<file path="config.mk">
export PLATFORM = sky130hd
export DESIGN_NAME = ibex_compressed_encoder
export DESIGN_NICKNAME = d
export VERILOG_FILES = /design/src/rtl/ibex_compressed_encoder.sv
export SDC_FILE = /design/constraint.sdc
export NUM_CORES = 1
export LEC_CHECK = 0
export ABC_AREA = 1
export BUFFER_PORTS_ARGS = -buffer_cell sky130_fd_sc_hd__buf_2
export CORE_ASPECT_RATIO = 1.2
export CORE_MARGIN = 5
export CORE_UTILIZATION = 56
export DETAILED_ROUTE_END_ITERATION = 8
export PLACE_DENSITY_LB_ADDON = 0.05
export SYNTH_ARGS = -nofsm -noshare
export SYNTH_HDL_FRONTEND = slang
export SYNTH_SLANG_ARGS = --single-unit
</file>
<file path="constraint.sdc">
create_clock -name clk -period 3.31 [get_ports clk]
set_input_delay 0.331 -clock clk [delete_from_list [all_inputs] [get_ports clk]]
set_output_delay 0.331 -clock clk [all_outputs]
set_load 0.05 [all_outputs]
</file>
<file path="src/rtl/ibex_compressed_encoder.sv">
// ibex_compressed_encoder: RV32I->RV32C compressor and 16/32-bit parcel packer; define ENC_BRANCH_EN to also compress beq/bne/jal
module ibex_compressed_encoder #(
  parameter logic [15:0] OUT_NOP = 16'h0001
) (
  input  logic        clk,
  input  logic        rst_n,
  input  logic        in_valid_i,
  output logic        in_ready_o,
  input  logic [31:0] in_instr_i,
  input  logic        flush_i,
  output logic        out_valid_o,
  input  logic        out_ready_i,
  output logic [31:0] out_word_o,
  output logic        hold_valid_o,
  output logic        last_compressed_o
);
  logic [6:0] opc, f7;
  logic [2:0] f3;
  logic [4:0] rd, rs1, rs2;
  logic small_imm, m_li, m_addi, m_mv, m_add, m_jr, m_jalr, m_lw, m_sw, m_ebreak, m_br, m_j;
  logic [15:0] c_br, c_j, cmp, hold;
  logic is_c, free, accept;
  assign opc = in_instr_i[6:0];
  assign rd  = in_instr_i[11:7];
  assign f3  = in_instr_i[14:12];
  assign rs1 = in_instr_i[19:15];
  assign rs2 = in_instr_i[24:20];
  assign f7  = in_instr_i[31:25];
  assign small_imm = in_instr_i[31:25] == {7{in_instr_i[25]}};
  assign m_li     = opc == 7'h13 && f3 == 3'b000 && rs1 == 5'd0 && rd != 5'd0 && small_imm;
  assign m_addi   = opc == 7'h13 && f3 == 3'b000 && rs1 == rd && rd != 5'd0 && small_imm && in_instr_i[31:20] != 12'd0;
  assign m_mv     = opc == 7'h33 && f3 == 3'b000 && f7 == 7'd0 && rs1 == 5'd0 && rd != 5'd0 && rs2 != 5'd0;
  assign m_add    = opc == 7'h33 && f3 == 3'b000 && f7 == 7'd0 && rs1 == rd && rd != 5'd0 && rs2 != 5'd0;
  assign m_jr     = opc == 7'h67 && f3 == 3'b000 && in_instr_i[31:20] == 12'd0 && rd == 5'd0 && rs1 != 5'd0;
  assign m_jalr   = opc == 7'h67 && f3 == 3'b000 && in_instr_i[31:20] == 12'd0 && rd == 5'd1 && rs1 != 5'd0;
  assign m_lw     = opc == 7'h03 && f3 == 3'b010 && rd[4:3] == 2'b01 && rs1[4:3] == 2'b01 &&
                    in_instr_i[31:27] == 5'd0 && in_instr_i[21:20] == 2'd0;
  assign m_sw     = opc == 7'h23 && f3 == 3'b010 && rs1[4:3] == 2'b01 && rs2[4:3] == 2'b01 &&
                    in_instr_i[31:27] == 5'd0 && in_instr_i[8:7] == 2'd0;
  assign m_ebreak = in_instr_i == 32'h0010_0073;
`ifdef ENC_BRANCH_EN
  logic [12:1] boff;
  logic [20:1] joff;
  assign boff = {in_instr_i[31], in_instr_i[7], in_instr_i[30:25], in_instr_i[11:8]};
  assign joff = {in_instr_i[31], in_instr_i[19:12], in_instr_i[20], in_instr_i[30:21]};
  assign m_br = opc == 7'h63 && f3[2:1] == 2'b00 && rs2 == 5'd0 && rs1[4:3] == 2'b01 && boff[12:8] == {5{boff[8]}};
  assign m_j  = opc == 7'h6f && rd[4:1] == 4'd0 && joff[20:11] == {10{joff[11]}};
  assign c_br = {2'b11, f3[0], boff[8], boff[4:3], rs1[2:0], boff[7:6], boff[2:1], boff[5], 2'b01};
  assign c_j  = {~rd[0], 2'b01, joff[11], joff[4], joff[9:8], joff[10], joff[6], joff[7], joff[3:1], joff[5], 2'b01};
`else
  assign m_br = 1'b0;
  assign m_j  = 1'b0;
  assign c_br = 16'h0000;
  assign c_j  = 16'h0000;
`endif
  assign cmp = m_li     ? {3'b010, in_instr_i[25], rd, in_instr_i[24:20], 2'b01} :
               m_addi   ? {3'b000, in_instr_i[25], rd, in_instr_i[24:20], 2'b01} :
               m_mv     ? {4'b1000, rd, rs2, 2'b10} :
               m_add    ? {4'b1001, rd, rs2, 2'b10} :
               m_jr     ? {4'b1000, rs1, 5'd0, 2'b10} :
               m_jalr   ? {4'b1001, rs1, 5'd0, 2'b10} :
               m_lw     ? {3'b010, in_instr_i[25:23], rs1[2:0], in_instr_i[22], in_instr_i[26], rd[2:0], 2'b00} :
               m_sw     ? {3'b110, in_instr_i[25], in_instr_i[11:10], rs1[2:0], in_instr_i[9], in_instr_i[26], rs2[2:0], 2'b00} :
               m_ebreak ? 16'h9002 :
               m_br     ? c_br :
               m_j      ? c_j : 16'h0000;
  assign is_c = m_li | m_addi | m_mv | m_add | m_jr | m_jalr | m_lw | m_sw | m_ebreak | m_br | m_j;
  assign free       = !out_valid_o | out_ready_i;
  assign in_ready_o = free & !(flush_i & hold_valid_o);
  assign accept     = in_valid_i & in_ready_o;
  // pack parcels into words, flush beats input, output slot frees when drained
  always_ff @(posedge clk) begin
    if (!rst_n) begin
      out_valid_o       <= 1'b0;
      out_word_o        <= 32'd0;
      hold_valid_o      <= 1'b0;
      hold              <= 16'd0;
      last_compressed_o <= 1'b0;
    end else begin
      if (free) out_valid_o <= 1'b0;
      if (flush_i && hold_valid_o && free) begin
        out_word_o   <= {OUT_NOP, hold};
        out_valid_o  <= 1'b1;
        hold_valid_o <= 1'b0;
        hold         <= 16'd0;
      end else if (accept) begin
        last_compressed_o <= is_c;
        if (!hold_valid_o && is_c) begin
          hold         <= cmp;
          hold_valid_o <= 1'b1;
        end else if (!hold_valid_o) begin
          out_word_o  <= in_instr_i;
          out_valid_o <= 1'b1;
        end else if (is_c) begin
          out_word_o   <= {cmp, hold};
          out_valid_o  <= 1'b1;
          hold_valid_o <= 1'b0;
          hold         <= 16'd0;
        end else begin
          out_word_o  <= {in_instr_i[15:0], hold};
          out_valid_o <= 1'b1;
          hold        <= in_instr_i[31:16];
        end
      end
    end
  end
endmodule

</file>
== Word-level counts from Yosys, hierarchy flattened ==
Index checks and enable logic that the tools add are counted.
Word-level totals
  output and inout bits: 36
  register bits after elaboration: 51
  word-level logic and storage cells: 116
Operators by class
  reduce and logical (&&, ||, !) cells: 57
  bitwise logic cells: 15
  equality and inequality tests: 14
  mux-type cells: 24
Operators with widths (count)
  16-bit two-way mux: 12
  32-bit two-way mux: 2
  17-bit two-way mux: 3
  1-bit logical AND: 35
  32-bit by 21-bit equality test with 1-bit output, second input constant: 1
  5-bit logical NOT: 3
  5-bit nonzero test: 3
  7-bit by 6-bit equality test with 1-bit output, second input constant: 2
  12-bit logical NOT: 1
  12-bit nonzero test: 1
  1-bit bitwise OR: 9
  2-bit AND reduction: 4
  7-bit by 2-bit equality test with 1-bit output, second input constant: 1
  7-bit by 5-bit equality test with 1-bit output, second input constant: 1
  7-bit equality test, second input constant: 1
  7-bit logical NOT: 1
  1-bit two-way mux: 7
  2-bit by 1-bit equality test with 1-bit output, second input constant: 3
  6-bit equality test: 1
  5-bit by 1-bit equality test with 1-bit output, second input constant: 1
  5-bit equality test: 1
  2-bit logical NOT: 2
  2-bit nonzero test: 2
  1-bit AND: 3
  other kinds (6): 10

== Longest topological paths before layout ==
Gate-level depths: netlist of the first run.
  depth in word-level cells: 19
  depth in mapped cells: 19

== Worst setup path before layout of the first run ==
No wires, ideal clock.
  kind: input-to-reg
  start point: input in_instr_i[7]
  end point: register out_word_o[23]
  required time: 3.190 ns
  stages on the path: 18
  path slack: 0.859 ns
  arrival: 2.331 ns
  path buffers: 3
  cell sequence: buf_4 -> inv_1 -> nand2_1 -> nand2_1 -> nor2_1 -> nand3_2 -> nor2_1 -> nand3_1 -> nand2_1 -> inv_1 -> nand3_2 -> buf_6 -> ha_1 -> nor2_2 -> clkinv_1 -> buf_2 -> a21oi_1 -> a21oi_1
Between the ends
  longest elaborated chain between the ends: 16
  elaborated cells on any way between the ends: 43
  those cells by class: eq/ne: 3; mux: 10; bitwise: 9; reduce/logical: 21
RTL lines
  start, declared: RTL line 9  | input logic [31:0] in_instr_i,
  5-bit equality test: RTL line 31, 33
  1-bit logical AND (4 in series): RTL line 31  | assign m_addi = opc == 7'h13 && f3 == 3'b000 && rs1 == rd && rd != 5'd0 && small_imm && in_instr_i[31:20] != 1 ...
  1-bit bitwise OR (7 in series): RTL line 67  | assign is_c = m_li | m_addi | m_mv | m_add | m_jr | m_jalr | m_lw | m_sw | m_ebreak | m_br | m_j;
  1-bit bitwise OR (*): RTL line 67
  via is_c: RTL line 22  | logic is_c, free, accept;
  1-bit logical AND: RTL line 88  | if (!hold_valid_o && is_c) begin
  1-bit NOT (no source line)
  2-bit AND reduction (no source line)
  end signal, assigned: RTL line 92  | out_word_o <= in_instr_i;
  end signal, assigned: RTL line 95  | out_word_o <= {cmp, hold};
  end signal, assigned: RTL line 100  | out_word_o <= {in_instr_i[15:0], hold};
  end, declared: RTL line 13  | output logic [31:0] out_word_o,
The timed path passes the listed nets; every way through them passes the cells marked *.
A chain may end at the register's enable or synchronous reset.

== Final worst setup path of the first run ==
  start point: input in_instr_i[25]
  end point: register out_word_o[16]
Between the ends
  longest elaborated chain between the ends: 17
  elaborated cells on any way between the ends: 42
  those cells by class: eq/ne: 3; mux: 11; bitwise: 8; reduce/logical: 20
RTL lines
  7-bit logical NOT: RTL line 32, 33
  1-bit logical AND: RTL line 32, 33
  1-bit logical AND (3 in series): RTL line 32  | assign m_mv = opc == 7'h33 && f3 == 3'b000 && f7 == 7'd0 && rs1 == 5'd0 && rd != 5'd0 && rs2 != 5'd0;
  1-bit bitwise OR (7 in series): RTL line 67
  32-bit two-way mux: RTL line 94  | end else if (is_c) begin
  32-bit two-way mux: RTL line 91  | end else if (!hold_valid_o) begin
  17-bit two-way mux: RTL line 88
  17-bit two-way mux: RTL line 86  | end else if (accept) begin
  17-bit two-way mux: RTL line 81  | if (flush_i && hold_valid_o && free) begin
  end signal, assigned: RTL line 82  | out_word_o <= {OUT_NOP, hold};
  end signal, assigned: RTL line 92
  end signal, assigned: RTL line 95
Several ways; a longest one is shown, not always the timed one. The select of a mux whose other input is x is not followed.

==> metrics.txt, run 1 <==
status=finished, final reports clean; CTS root buf=clkbuf_8; largest net degree at the start of global routing=34; Startpoint Class=primary input; Fin. Hold Viols=0; final setup fails=0; CTS tree=built; Gate Count Post-Synth=611; final cell count without fillers=765; PortBufs=72; clock buffer count from CTS=5; Core ar.=6370 sq um; Overall Global Routing Usage=33.7%; initial core utilization=56.8%; fmax=0.397 GHz; CP arrival=2.71 ns; Residual DRC=0; Final #Nets=719; hold slack=0.309 ns; antenna viol nets, final=0; Post-DP HPWL=10,900 microns; Remaining Overflow, GRT=0; Sink Count=51; Worst Tran Pin Value=0.793 ns; Via Count=4,458; die width=83.4 microns; P_leak=2.13 nW; Vias/cell=5.83; min-delay worst type=primary input to register; Power Density=388 nW/um^2; gpl congestion=1.10; kind of critical path=primary input to register; RSZ-0062 raised after global routing=false; Die H=98.1 microns; placed insts=757; setup repair bufs after CTS=0; Initial DRT Pass Iterations=6; Clk Latency, worst-skew pair=0.31 ns; Peak supply drop=234 uV; register area share after synthesis=28.2%; worst-case clock buffer depth=2; min cycle time layout=2.52 ns; CP Max Fanout=33; Starting DRT DRC Count=411; Final Skew=0.0138 ns; syn_nets=651; Unique masters post-synth=32; n_diodes=0; Synth-to-Final Area Change=15.0%; FP Rows=32; drt wl/cell=18.1 microns; Die ar.=8180 sq um; Worst setup EP type=register; Yosys reg bits=51; Slew Viols, Final=0; I/O Pins=73; share of cells above drive strength 1=19.0%; max cap viols=0; global-route wire length before repair=22,100 microns; synthesized cell area=3620 sq um; Synth Area per Inst=5.92 sq um; Ys Warns=0; post-cts resize count=0; Final period util=76.1%; setup_tns=0 ns; antenna violations before repair=0; total length of routed wires=13,900 microns; number of global-route vias before repair=4,199; CP Data Required Time=3.50 ns; H-tree depth=2; Max-Slew Margin vs Limit=47.1%; CTS Hold Bufs=0; Clock Pin Slew Worst Setup and Hold Paths=0.10 ns
==> synthesized netlist by cell type, drive strengths merged <==
cell type	instances	area, sq um
nand4	14	93.8
inv	69	259
ha	3	37.5
clkinv	4	15.0
a31oi	16	100
nor2	64	270
nand3b	1	11.3
nand3	68	365
clkbuf	12	45.0
o22ai	1	6.26
o21bai	4	30.0
a21oi	56	288
buf	13	83.8
a211oi	1	7.51
nor3	8	40.0
nand2	173	667
dfxtp	51	1020
o21ai	50	258
nor4	2	12.5
nor3b	1	7.51
==> logic make-up (layout without fill, tap and decap cells) <==
logic type | count (synthesis) | after routing | synth area share [%]
simple gates | 331 | 331 | 40.6
compound gates | 128 | 128 | 19.1
buf+inv | 98 | 167 | 11.1
flops | 51 | 51 | 28.2
fa+ha+maj | 3 | 3 | 1.04
==> path summary, 6_finish.rpt <==
| path | to | from | slack, ns | cells past startpoint |
|---|---|---|---|---|
| hold reg to reg | out_word_o[8] | hold[8] | 0.48 | 2 |
| setup / recovery | out_word_o[16] | in_instr_i[25] | 0.79 | 17 |
| setup reg to reg | out_word_o[11] | hold_valid_o | 0.86 | 8 |
| hold / removal | out_word_o[12] | in_instr_i[12] | 0.31 | 3 |
==> sequential cells by signal, summed over array words and instances (netlist names) <==
signal	flops
out_word_o	32
hold	16
hold_valid_o	1
last_compressed_o	1
out_valid_o	1
==> layout by cell type (no fill, tap or decap), types with 5 or more instances in the layout <==
cell type	Yosys	routed
buf_2	7	72
nand3_2	5	5
a31oi_1	16	16
nand2_1	168	168
inv_1	62	62
o21ai_0	47	47
clkbuf_8	0	6
a21oi_1	54	54
nor2_2	12	12
nor3_1	8	8
nand3_1	63	63
nand4_1	13	13
dfxtp_1	51	51
nor2_1	52	52
inv_2	7	7
buf_4	3	14
==> routing by layer <==
metal / vias to the layer above / GRT usage [%] / routed length [microns]
met5: - / 0 / 0
met4: 0 / 15.7 / 641
met3: 52 / 4.56 / 1280
met2: 273 / 55.7 / 6520
met1: 1992 / 43.5 / 5430
li1: 2141 / - / -
==> layout make-up <==
| cell class | count | area (sq um) |
|---|---|---|
| timing repair buffer | 86 | 465 |
| inverter | 73 | 274 |
| multi-input combinational | 462 | 2190 |
| sequential | 51 | 1020 |
| clock inverter | 2 | 16.3 |
| fill | 605 | 2210 |
| tap | 85 | 106 |
| clock buffer | 6 | 82.6 |
==> worst max-delay path, stage by stage <==
cell	delay [ns]
buf_2	0.14
inv_1	0.09
ha_1	0.32
inv_1	0.06
nand2_1	0.05
a21oi_2	0.20
nand3_2	0.18
nand2_1	0.11
inv_1	0.07
nand3_2	0.09
ha_1	0.30
nor2_2	0.09
nor2_1	0.10
inv_1	0.04
buf_4	0.21
o21ai_0	0.25
a21oi_1	0.07
==> per-stage QoR <==
step / setup WS [ns] / power [mW] / util [%] / cell area, sq um
detailed placement: 0.509 / 1.22 / 63.8 / 4060
finish: 0.790 / 1.62 / 65.3 / 4160
global placement: 0.574 / 1.21 / 63.8 / 4060
floorplan: 0.859 / 1.06 / - / 3620
CTS: 0.830 / 1.61 / 65.3 / 4160
global route: 0.559 / 1.69 / 65.3 / 4160
==> power by group <==
part	leakage, nW	internal [mW]	switching (mW)
Combinational	1.66	0.126	0.388
Sequential	0.420	0.668	0.0308
Clock	0.0474	0.171	0.231
Total	2.13	0.966	0.649
Note: power is estimated with default switching activity, not from simulation.
==> inputs of run 2 (changes only) <==
Clock period 3.31 ns to 2.6 ns, I/O delays scaled along.
==> run 2 against run 1 <==
Compared with the run above:
- hold slack worse by 0.089 ns
- register-to-register slack worse by 0.43 ns
- design area is 4.2% higher
- sequential share of layout area is 0.98 points lower
- critical endpoint is now hold[2]
==> metrics.txt, run 2 (synthesis results as in run 1) <==
clock buffer count from CTS=5; Worst Tran Pin Value=0.636 ns; slowest stage cell on the critical path=ha_1; Startpoint Class=primary input; share of cells above drive strength 1=21.2%; Slew Viols, Final=0; min cycle time layout=2.37 ns; Crit. Startpoint=in_instr_i[25]; placed insts=776; global-route wire length before repair=21,500 microns; largest net degree at the start of global routing=34; worst r2r src=hold_valid_o; max cap viols=0; Initial DRT Pass Iterations=9; fmax=0.422 GHz; Post-DP Area=4220 sq um; Worst Reg2Reg Path Length in Cells=7; worst-case clock buffer depth=2; CTS root buf=clkbuf_8; CP Max Fanout=12; Die H=98.1 microns; Final Skew=0.00365 ns; max reg flops=32; Peak supply drop=289 uV; crit path to=hold[2]; Synth-to-Final Area Change=19.7%; Vias/cell=5.79; CP arrival=2.59 ns; Final #Nets=738; commonest non-fill, non-tap cell in the layout=nand2_1; final cell count without fillers=784; most frequent cells in the layout=168 x nand2_1, 72 x buf_2, 63 x nand3_1, 62 x inv_1, 54 x a21oi_1; Fin. Hold Viols=0; n_diodes=0; status=finished, final reports clean; final setup fails=0; Post-DP HPWL=10,600 microns; setup_tns=0 ns; min-delay worst type=primary input to register; Sink Count=51; FP Rows=32; CTS tree=built; Die ar.=8180 sq um; worst path bufs/invs=6; PortBufs=72; kind of critical path=primary input to register; post-route cell area=4330 sq um; CTS Hold Bufs=0; RR Endpoint=hold[4]; Starting DRT DRC Count=535; max incr delay on CP=0.31 ns; initial core utilization=56.8%; R2R setup slack=0.43 ns; Clk Latency, worst-skew pair=0.32 ns; Largest regs=out_word_o (32), hold (16); Max-Slew Margin vs Limit=57.5%; setup repair bufs after CTS=0; antenna violations before repair=0; CP top delay family=buffers and inverters; Residual DRC=0; drt wl/cell=17.2 microns; Crit path depth=17; die width=83.4 microns; antenna viol nets, final=0; Power Density=494 nW/um^2; I/O Pins=73; Reg with most FFs=out_word_o; H-tree depth=2; Remaining Overflow, GRT=0; total length of routed wires=13,500 microns; Cell Chain, Critical Path=buf_2, inv_1, ha_1, inv_1, nand2_1, a21oi_2, nand3_1, nand2_1, inv_1, nand3_2, ha_1, buf_4, inv_1, nand4_1, nand2_1, a21oi_1, nor2_1; number of global-route vias before repair=4,292; P_leak=2.23 nW; Crit path top cell by count=inv_1; CP Data Required Time=2.81 ns; gpl congestion=1.17; RSZ-0062 raised after global routing=false; Core ar.=6370 sq um; Worst setup EP type=register; Clock Pin Slew Worst Setup and Hold Paths=0.10 ns; Overall Global Routing Usage=32.7%; number of fill cells=617; Final period util=91.2%; post-cts resize count=0; Via Count=4,540
## run 2: changes by cell type in the layout (fill, tap and decap cells not counted)
cell        delta
buf_4         +17
clkinvlp_4     -1
clkinv_2       +1
bufinv_16      +1
buf_6          +1
buf_12         +1
clkbuf_8       -1
## run 2: worst min-delay path by stage
stage / startpoint / to / slack, ns / depth (start not counted)
floorplan: rst_n / out_word_o[0] / 0.40 / 2
global placement: hold[15] / out_word_o[15] / 0.46 / 2
detailed placement: hold[9] / out_word_o[9] / 0.46 / 2
CTS: in_instr_i[12] / out_word_o[12] / 0.23 / 3
global route: in_instr_i[12] / out_word_o[12] / 0.22 / 3
finish: in_instr_i[12] / out_word_o[12] / 0.22 / 3
## run 2: cell type report
cell class	count	area [sq um]	share of cell area (%)
clock inverters	3	43.8	1.01
clock buffers	5	68.8	1.59
flip-flops and latches	51	1020	23.6
repair buffers	105	624	14.4
multi-input cells	462	2190	50.6
inverters	73	274	6.32
well taps	85	106	2.45
## run 2: metrics by stage
step                      util [%]  hold WS, ns  setup WS (ns)  power [mW]
after floorplan                  -        0.398          0.178        1.35
after global placement        66.2        0.455        -0.0142        1.56
after detailed placement      66.2        0.462        -0.0611        1.57
after CTS                     68.0        0.226          0.271        2.13
after global routing          68.1        0.221         0.0314        2.24
final                         68.1        0.221          0.229        2.14
## run 2: worst register-to-register path: stages (launching register included)
cell and delay [ns]:
dfxtp_1 0.74, clkinv_1 0.28, ha_1 0.31, buf_4 0.20, inv_1 0.24, nand2_1 0.10
nand3_1 0.12, a21oi_1 0.09
## run 2: where the power goes
part | switching (mW) | internal [mW]
Clock | 0.292 | 0.287
Combinational | 0.497 | 0.177
Sequential | 0.0365 | 0.851
Total | 0.826 | 1.31
## run 2: routing by layer
metal  part of all wire [%]  global-route usage [%]
met2                     47                    54.1
met4                    5.0                    15.8
met3                     10                    5.57
met5                      0                       0
met1                     38                    41.2
